===== src/rtl/lcd_cmd_sched_if.sv =====
`default_nettype none
// ============================================================================
// lcd_cmd_sched_if : core-side write port and lcd_ctrl-side handshake of the
//                    LCD command scheduler.            Revision: 1.0
// ============================================================================
interface lcd_cmd_sched_if #(
    parameter int DEPTH = 8
) ();
    localparam int LW = $clog2(DEPTH) + 1;

    logic          i_vld;
    logic [31:0]   i_cmd;
    logic          o_vld;
    logic [31:0]   o_cmd;
    logic          i_rdy;
    logic          o_full;
    logic [LW-1:0] o_level;
    logic          o_ovf;
    logic          o_busy;

    modport slave (
        input  i_vld, i_cmd, i_rdy,
        output o_vld, o_cmd, o_full, o_level, o_ovf, o_busy
    );

    modport master (
        output i_vld, i_cmd, i_rdy,
        input  o_vld, o_cmd, o_full, o_level, o_ovf, o_busy
    );
endinterface
`default_nettype wire


===== src/rtl/lcd_cmd_sched.sv =====
`default_nettype none
// ============================================================================
// lcd_cmd_sched : command FIFO plus power-on / per-command delay scheduler
//                 in front of lcd_ctrl.                Revision: 1.0
// ============================================================================
module lcd_cmd_sched #(
    parameter int DEPTH          = 8,
    parameter int T_PERIOD_NS    = 40,
    parameter int T_INIT_NS      = 40_000_000,
    parameter int T_EXEC_NS      = 40_000,
    parameter int T_EXEC_LONG_NS = 1_640_000
) (
    input  wire logic        i_clk,
    input  wire logic        i_rst_n,
    lcd_cmd_sched_if.slave   bus
);
    localparam int AW       = $clog2(DEPTH);
    localparam int LW       = AW + 1;
    localparam int INIT_RAW = (T_INIT_NS + T_PERIOD_NS - 1) / T_PERIOD_NS;
    localparam int EXEC_RAW = (T_EXEC_NS + T_PERIOD_NS - 1) / T_PERIOD_NS;
    localparam int LONG_RAW = (T_EXEC_LONG_NS + T_PERIOD_NS - 1) / T_PERIOD_NS;
    localparam int INIT_CYC = (INIT_RAW < 1) ? 1 : INIT_RAW;
    localparam int EXEC_CYC = (EXEC_RAW < 1) ? 1 : EXEC_RAW;
    localparam int LONG_CYC = (LONG_RAW < 1) ? 1 : LONG_RAW;
    localparam int MAX_A    = (INIT_CYC > EXEC_CYC) ? INIT_CYC : EXEC_CYC;
    localparam int MAX_CYC  = (MAX_A > LONG_CYC) ? MAX_A : LONG_CYC;
    localparam int CNT_W    = $clog2(MAX_CYC + 1);

    localparam logic [CNT_W-1:0] INIT_LD = CNT_W'(INIT_CYC - 1);
    localparam logic [CNT_W-1:0] EXEC_LD = CNT_W'(EXEC_CYC - 1);
    localparam logic [CNT_W-1:0] LONG_LD = CNT_W'(LONG_CYC - 1);

    typedef enum logic [1:0] {
        S_INIT = 2'd0,
        S_IDLE = 2'd1,
        S_SEND = 2'd2,
        S_WAIT = 2'd3
    } state_t;

    state_t           state_q, state_d;
    logic [CNT_W-1:0] cnt_q, cnt_d;
    logic [AW-1:0]    wr_ptr_q, rd_ptr_q;
    logic [LW-1:0]    level_q;
    logic             ovf_q;
    logic [31:0]      mem_q [DEPTH];

    logic             w_full;
    logic             w_pop;
    logic             w_push;
    logic [31:0]      w_head;
    logic             w_long;

    assign w_full = (level_q == LW'(DEPTH));
    assign w_pop  = (state_q == S_SEND) & bus.i_rdy;
    // A full FIFO still accepts a write when the head leaves on the same edge.
    assign w_push = bus.i_vld & (~w_full | w_pop);
    assign w_head = mem_q[rd_ptr_q];
    assign w_long = ~w_head[9] & ~w_head[8] &
                    ((w_head[7:0] == 8'h01) | (w_head[7:0] == 8'h02) |
                     (w_head[7:0] == 8'h03));

    always_ff @(posedge i_clk) begin
        if (w_push) begin
            mem_q[wr_ptr_q] <= bus.i_cmd;
        end
    end

    always_ff @(posedge i_clk) begin
        if (!i_rst_n) begin
            wr_ptr_q <= '0;
            rd_ptr_q <= '0;
            level_q  <= '0;
            ovf_q    <= 1'b0;
        end else begin
            if (w_push) begin
                wr_ptr_q <= wr_ptr_q + AW'(1);
            end
            if (w_pop) begin
                rd_ptr_q <= rd_ptr_q + AW'(1);
            end
            case ({w_push, w_pop})
                2'b10:   level_q <= level_q + LW'(1);
                2'b01:   level_q <= level_q - LW'(1);
                default: level_q <= level_q;
            endcase
            if (bus.i_vld & ~w_push) begin
                ovf_q <= 1'b1;
            end
        end
    end

    always_ff @(posedge i_clk) begin
        if (!i_rst_n) begin
            state_q <= S_INIT;
            cnt_q   <= INIT_LD;
        end else begin
            state_q <= state_d;
            cnt_q   <= cnt_d;
        end
    end

    // One down-counter serves both the power-on quiet time and the
    // post-command execution delay; the two phases never overlap.
    always_comb begin
        state_d = state_q;
        cnt_d   = cnt_q;
        case (state_q)
            S_INIT: begin
                if (cnt_q == '0) begin
                    state_d = S_IDLE;
                end else begin
                    cnt_d = cnt_q - CNT_W'(1);
                end
            end
            S_IDLE: begin
                if (level_q != '0) begin
                    state_d = S_SEND;
                end
            end
            S_SEND: begin
                if (bus.i_rdy) begin
                    state_d = S_WAIT;
                    cnt_d   = w_long ? LONG_LD : EXEC_LD;
                end
            end
            S_WAIT: begin
                if (cnt_q == '0) begin
                    state_d = S_IDLE;
                end else begin
                    cnt_d = cnt_q - CNT_W'(1);
                end
            end
            default: begin
                state_d = S_INIT;
                cnt_d   = INIT_LD;
            end
        endcase
    end

    assign bus.o_vld   = (state_q == S_SEND);
    assign bus.o_cmd   = (state_q == S_SEND) ? w_head : 32'h0;
    assign bus.o_full  = w_full;
    assign bus.o_level = level_q;
    assign bus.o_ovf   = ovf_q;
    assign bus.o_busy  = (state_q != S_IDLE) | (level_q != '0);

endmodule
`default_nettype wire


===== src/flat_wrapper.sv =====
// flat-port wrapper written by rule: the top's interface ports become plain ports
module lcd_cmd_sched_flat 
#(
    parameter int DEPTH          = 8,
    parameter int T_PERIOD_NS    = 40,
    parameter int T_INIT_NS      = 40_000_000,
    parameter int T_EXEC_NS      = 40_000,
    parameter int T_EXEC_LONG_NS = 1_640_000
)
  (i_clk, i_rst_n, bus_i_vld, bus_i_cmd, bus_i_rdy, bus_o_vld, bus_o_cmd, bus_o_full, bus_o_level, bus_o_ovf, bus_o_busy);
  lcd_cmd_sched_if #(.DEPTH(DEPTH)) bus_i ();
  input  wire logic i_clk;
  input  wire logic i_rst_n;
  input wire logic [$bits(bus_i.i_vld)-1:0] bus_i_vld;
  input wire logic [$bits(bus_i.i_cmd)-1:0] bus_i_cmd;
  input wire logic [$bits(bus_i.i_rdy)-1:0] bus_i_rdy;
  output wire logic [$bits(bus_i.o_vld)-1:0] bus_o_vld;
  output wire logic [$bits(bus_i.o_cmd)-1:0] bus_o_cmd;
  output wire logic [$bits(bus_i.o_full)-1:0] bus_o_full;
  output wire logic [$bits(bus_i.o_level)-1:0] bus_o_level;
  output wire logic [$bits(bus_i.o_ovf)-1:0] bus_o_ovf;
  output wire logic [$bits(bus_i.o_busy)-1:0] bus_o_busy;
  assign bus_i.i_vld = bus_i_vld;
  assign bus_i.i_cmd = bus_i_cmd;
  assign bus_i.i_rdy = bus_i_rdy;
  assign bus_o_vld = bus_i.o_vld;
  assign bus_o_cmd = bus_i.o_cmd;
  assign bus_o_full = bus_i.o_full;
  assign bus_o_level = bus_i.o_level;
  assign bus_o_ovf = bus_i.o_ovf;
  assign bus_o_busy = bus_i.o_busy;
  lcd_cmd_sched #(.DEPTH(DEPTH), .T_PERIOD_NS(T_PERIOD_NS), .T_INIT_NS(T_INIT_NS), .T_EXEC_NS(T_EXEC_NS), .T_EXEC_LONG_NS(T_EXEC_LONG_NS)) u_core (.i_clk(i_clk), .i_rst_n(i_rst_n), .bus(bus_i));
endmodule

===== config.mk =====
export PLATFORM = sky130hd
export DESIGN_NAME = lcd_cmd_sched_flat
export DESIGN_NICKNAME = d
export VERILOG_FILES = /design/src/rtl/lcd_cmd_sched_if.sv /design/src/rtl/lcd_cmd_sched.sv /design/src/flat_wrapper.sv
export SDC_FILE = /design/constraint.sdc
export NUM_CORES = 1
export LEC_CHECK = 0
export ABC_AREA = 1
export ABC_CLOCK_PERIOD_IN_PS = 3550
export CAP_MARGIN = 0
export CORE_MARGIN = 1.5
export CORE_UTILIZATION = 45
export DETAILED_ROUTE_END_ITERATION = 6
export HOLD_SLACK_MARGIN = 0.08
export PLACE_DENSITY_LB_ADDON = 0.2
export RECOVER_POWER = 25
export SLEW_MARGIN = 10
export SYNTH_ARGS = -nofsm -noshare
export SYNTH_HDL_FRONTEND = slang
export SYNTH_SLANG_ARGS = --single-unit

===== constraint.sdc =====
create_clock -name i_clk -period 3.55 [get_ports i_clk]
set_input_delay 0.5325 -clock i_clk [delete_from_list [all_inputs] [get_ports i_clk]]
set_output_delay 0.5325 -clock i_clk [all_outputs]
set_load 0.01 [all_outputs]

======== Yosys cells after proc, flatten, opt, wreduce, memory -nomap -nowiden ========
Memory sizes are Yosys's and may differ from the RTL's. A register that Yosys moved wholly into a read port is not among the register bits.
Index checks and enable logic that the tools add are counted.
cells by class
  multiplexer cells ....................... 14
  bitwise logic cells ..................... 13
  equality and inequality tests ........... 14
  reduce and logical (&&, ||, !) cells .... 8
  add/sub/neg operators ................... 5
operator list
  operator                                                                  count
  20-bit 2-to-1 mux                                                         2
  20-bit one-hot mux with 2 select lines                                    1
  32-bit 2-to-1 mux                                                         1
  20-bit zero test                                                          1
  20-bit by 1-bit subtractor with 20-bit output (second input constant)     1
  8-bit by 2-bit == test with 1-bit output (second input constant)          2
  16-bit 2-to-1 mux                                                         1
  8-bit by 1-bit == test with 1-bit output (second input constant)          1
  4-bit one-hot mux with 2 select lines                                     1
  3-bit by 1-bit adder with 3-bit output (second input constant)            2
  2-bit == test (second input constant)                                     3
  2-bit 2-to-1 mux                                                          3
  3-bit 2-to-1 mux                                                          2
  2-bit by 1-bit inequality test with 1-bit output (second input constant)  3
  2-bit one-hot mux with 3 select lines                                     1
  3-bit AND reduction                                                       2
  1-bit bitwise AND                                                         5
  4-bit by 1-bit adder with 4-bit output (second input constant)            1
  2-bit by 1-bit == test with 1-bit output (second input constant)          2
  4-bit == test (second input constant)                                     1
  2-bit inequality test (second input constant)                             2
  1-bit NOT                                                                 4
  1-bit bitwise OR                                                          4
  2-bit nonzero test                                                        2
  5 further kinds                                                           6
word-level totals
  register bits after elaboration ......... 33
  memories ................................ 1
  output and inout port bits .............. 40
  memory bits (writable) .................. 256
  bits of input ports ..................... 36
  word-level logic and storage cells ...... 61
memory list
  name          depth  width  rd ports  clocked after memory_dff  wr ports  line                 text
  u_core.mem_q  8      32     1         1                         1         lcd_cmd_sched.sv:45  logic [31:0] mem_q [DEPTH];

======== Depth between registers and ports, before layout ========
  depth in word-level cells ............... 7
  mapped depth ............................ 15
  depth with buffers taken out ............ 13

======== Least setup slack after synthesis ========
No wires, ideal clock.
  path kind ............................... register to register
  start ................................... register u_core.state_q[0]
  end ..................................... memory u_core.mem_q[0][0] (enable)
  data arrival time ....................... 2.604 ns
  period minus slack after synthesis ...... 3.025 ns
  cell stages (with the launch flop) ...... 9
  required time ........................... 3.129 ns
  path slack .............................. 0.525 ns
  buffers on the path ..................... 0
  library setup time ...................... 0.421 ns
  cells stage by stage .................... dfxtp_1 inv_1 ha_1 nand2_1 nand4_1 nand2_1 inv_1 nand2_1 nor2_1
on the way
  cells in the longest elaborated chain, start to end .. 6
RTL lines
  item                                    line                 text
  from (decl)                             lcd_cmd_sched.sv:40  state_t state_q, state_d;
  from (signal assigned)                  lcd_cmd_sched.sv:97  state_q <= state_d;
  2-bit == test                           n/a
  named net bus_o_vld                     flat_wrapper.sv:17   output wire logic [$bits(bus_i.o_vld)-1:0] bus_o_vld;
  1-bit bitwise AND                       lcd_cmd_sched.sv:54  assign w_pop = (state_q == S_SEND) & bus.i_rdy;
  1-bit bitwise OR                        lcd_cmd_sched.sv:56  assign w_push = bus.i_vld & (~w_full | w_pop);
  1-bit bitwise AND                       lcd_cmd_sched.sv:56
  1-bit 2-to-1 mux                        lcd_cmd_sched.sv:63  if (w_push) begin
  1-bit 2-to-1 mux (not written as such)  lcd_cmd_sched.sv:64  mem_q[wr_ptr_q] <= bus.i_cmd;
  to (decl)                               lcd_cmd_sched.sv:45
The timed path passes the listed nets, and every way through them passes these cells.

==> impl_metrics.toml <==
[sta]
worst_slew_pin_slew_ns = 0.621
fin_crit_ns = 3.33
slew_headroom_pct = 58.6
rsz0062_at_grt = "no"
drv_slew = 0
final-setup-viol-count = 0
finalHoldViolCount = 0
max_freq_mhz = 300
fin_crit_sh_pct = 93.9
skew_ns = 0.0161
fin_setup_tns_ns = 0

[global_route]
grt_use_total_pct = 18.7
grt_pass1_vias = 7815
grt_max_degree = 132
overflow = 0
grt_first_pass_wirelength_mm = 41.3
antenna_found_initial = 1

[clock_tree]
clk_pin_slew_ns = 0.06
cts_buffers = 30
cts_tree = "yes"
clock-sinks = 292
clock-root-buffer = "clkbuf_16"
cts_buffer_depth = 3
post_cts_buffers = 0
post_cts_resized = 1
insertion_delay_ns = 0.55
hold_buffers = 0
cts.htree.levels = 1

[critical_path]
crit_path_max_incr_delay_ns = 0.57
critical_path.top_delay_family = "buffers and inverters"
cp_cell_sequence = "inv_4 -> buf_4 -> o21ai_0 -> o22ai_1 -> o21ai_0 -> a31oi_1 -> clkdlybuf4s50_1"
cp_data_required_time_ns = 3.02
endpoint_kind = "output pin"
start_kind = "flop"
cp.buffers_inverters = 3
slowest_stage = "clkdlybuf4s50_1"
critical_path.max_fanout = 48
arrival_ns = 2.80
cpMostUsedCell = "o21ai_0"
crit_type = "reg -> out"

[synth]
synthAdderAreaFrac_pct = 0.988
muxShareOfSynthArea_pct = 0
yosys_most_used_dff = "edfxtp_1"
synth_xor_area_share_pct = 0.648
syn_inst = 1102
synth-compound-area-share_pct = 9.69
ys_ff_latch = 292
netlist.area_leader.share_pct = 63.2
synth_top_family_by_area = "simple AND/OR/NAND/NOR gates"
synth_edf_count = 256
synthArstFlopShare_pct = 0
synthDistinctLibCells = 35
synth_top_area_cell = "edfxtp_1"
syn_nets = 1147
yosys_warnings = 0
yosysSeqAreaShare_pct = 69.2
postSynthAreaPerCell_um2 = 11.0
synthesis.area_um2 = 12200
synth_simple_gate_area_share_pct = 14.4
synthTopCellsByArea = "edfxtp_1 63%, nor2_1 7.0%, dfxtp_1 5.9%, o21ai_0 5.2%, nand2_1 4.6%"

[drt]
ant_nets = 0
vias = 8053
wl_mm = 26.3
wl_per_cell_um = 17.1
drc = 0
routed_via_density = 5.24
firstDrtPassIters = 5
drt_iter0_drc = 711

[finish]
final_common_cell = "edfxtp_1"
final_cell_mix = "256 x edfxtp_1, 218 x nor2_1, 148 x nand2_1"
final_cells = 1538
fin_nets = 1223
fin_util_pct = 54.4
fin_area_um2 = 14300
area_growth_pct = 17.7
drive_above_1_share_pct = 7.49

[pwr]
worst_ir_drop_vdd_v = 0.000420
p_leak_nw = 5.14
finalPower_mw = 8.91
power_density_nw_per_um2 = 623

[job]
max_cap_viol_count = 0

[status]
outcome = "complete, no violations"

[floorplan]
die_area_um2 = 28000
initial_core_util_pct = 46.3
rows = 59
io_pins = 76
coreArea_um2 = 26300
die_y_um = 167
die_x_um = 167

[place]
dpl.cell_count = 1481
io_buffers = 75
place_congestion = 0.813
dp_hpwl_mm = 15.1
placed_cell_area_um2 = 13300

[worst_hold_path]
hold_path.class = "reg -> reg"
[final timing paths]
check	slack, ns	startpoint	cells past startpoint	to
max	0.22	flop	7	bus_o_cmd[29]
min	0.46	u_core.bus.o_ovf$_SDFFE_PN0P_	2	u_core.bus.o_ovf$_SDFFE_PN0P_
max reg2reg	1.10	u_core.state_q[0]$_SDFFE_PN0P_	10	u_core.cnt_q[17]$_SDFFE_PN1P_
min reg2reg	0.46	u_core.bus.o_ovf$_SDFFE_PN0P_	2	u_core.bus.o_ovf$_SDFFE_PN0P_
[cells by family after synthesis]
family | count (synthesis)
fa+ha+maj | 9
flops | 292
buf+inv | 137
simple gates | 439
xor+xnor | 9
compound gates | 216
[layer usage]
layer	part of all wire [%]	track usage, %	routed length (um)
met1	46	25.6	12000
met2	48	31.1	12500
met3	4.9	2.93	1290
met4	1.8	5.17	481
met5	0	0	0
[synthesized netlist by cell type (all sizes together), types with 4 or more instances]
master    n
dfxtp    36
o211ai    6
a31oi    22
inv      79
edfxtp  256
buf      31
ha        8
o21ai   140
nand4     4
nor2    227
a21oi    20
clkbuf   26
nand3    51
nand2   149
xor2      8
o22ai    22
[stage by stage]
stage          hold slack [ns]  setup WS (ns)
5_1_grt                  0.478         0.0450
3_3_place_gp             0.456          0.639
6_report                 0.462          0.216
3_5_place_dp             0.453          0.577
4_1_cts                  0.464          0.226
2_1_floorplan            0.433          0.525
[state kept, by name (all words and copies together), names as in the netlist, named ones only]
signal,cells
u_core.bus.o_level,4
u_core.bus.o_ovf,1
u_core.state_q,2
u_core.cnt_q,20
u_core.mem_q,256
u_core.wr_ptr_q,3
u_core.rd_ptr_q,3
[worst min-delay path: stages (launching register included)]
cell and delay [ns]:
dfxtp_1 0.31, inv_1 0.05, a21oi_1 0.05
[power breakdown]
group / total [mW] / internal [mW] / switching [mW]
Sequential: 4.07 / 3.94 / 0.127
Combinational: 1.81 / 0.662 / 1.15
Clock: 3.03 / 1.80 / 1.23
[cell type report]
type / instances / area (um2)
sequential: 292 / 8410
clock buffer: 49 / 902
multi-input combinational: 673 / 3190
antenna: 1 / 2.50
tap: 335 / 419
inverter: 80 / 305
fill: 2228 / 12000
timing repair buffer: 101 / 996
clock inverter: 7 / 72.6
Power figures use the tool's default switching activity.
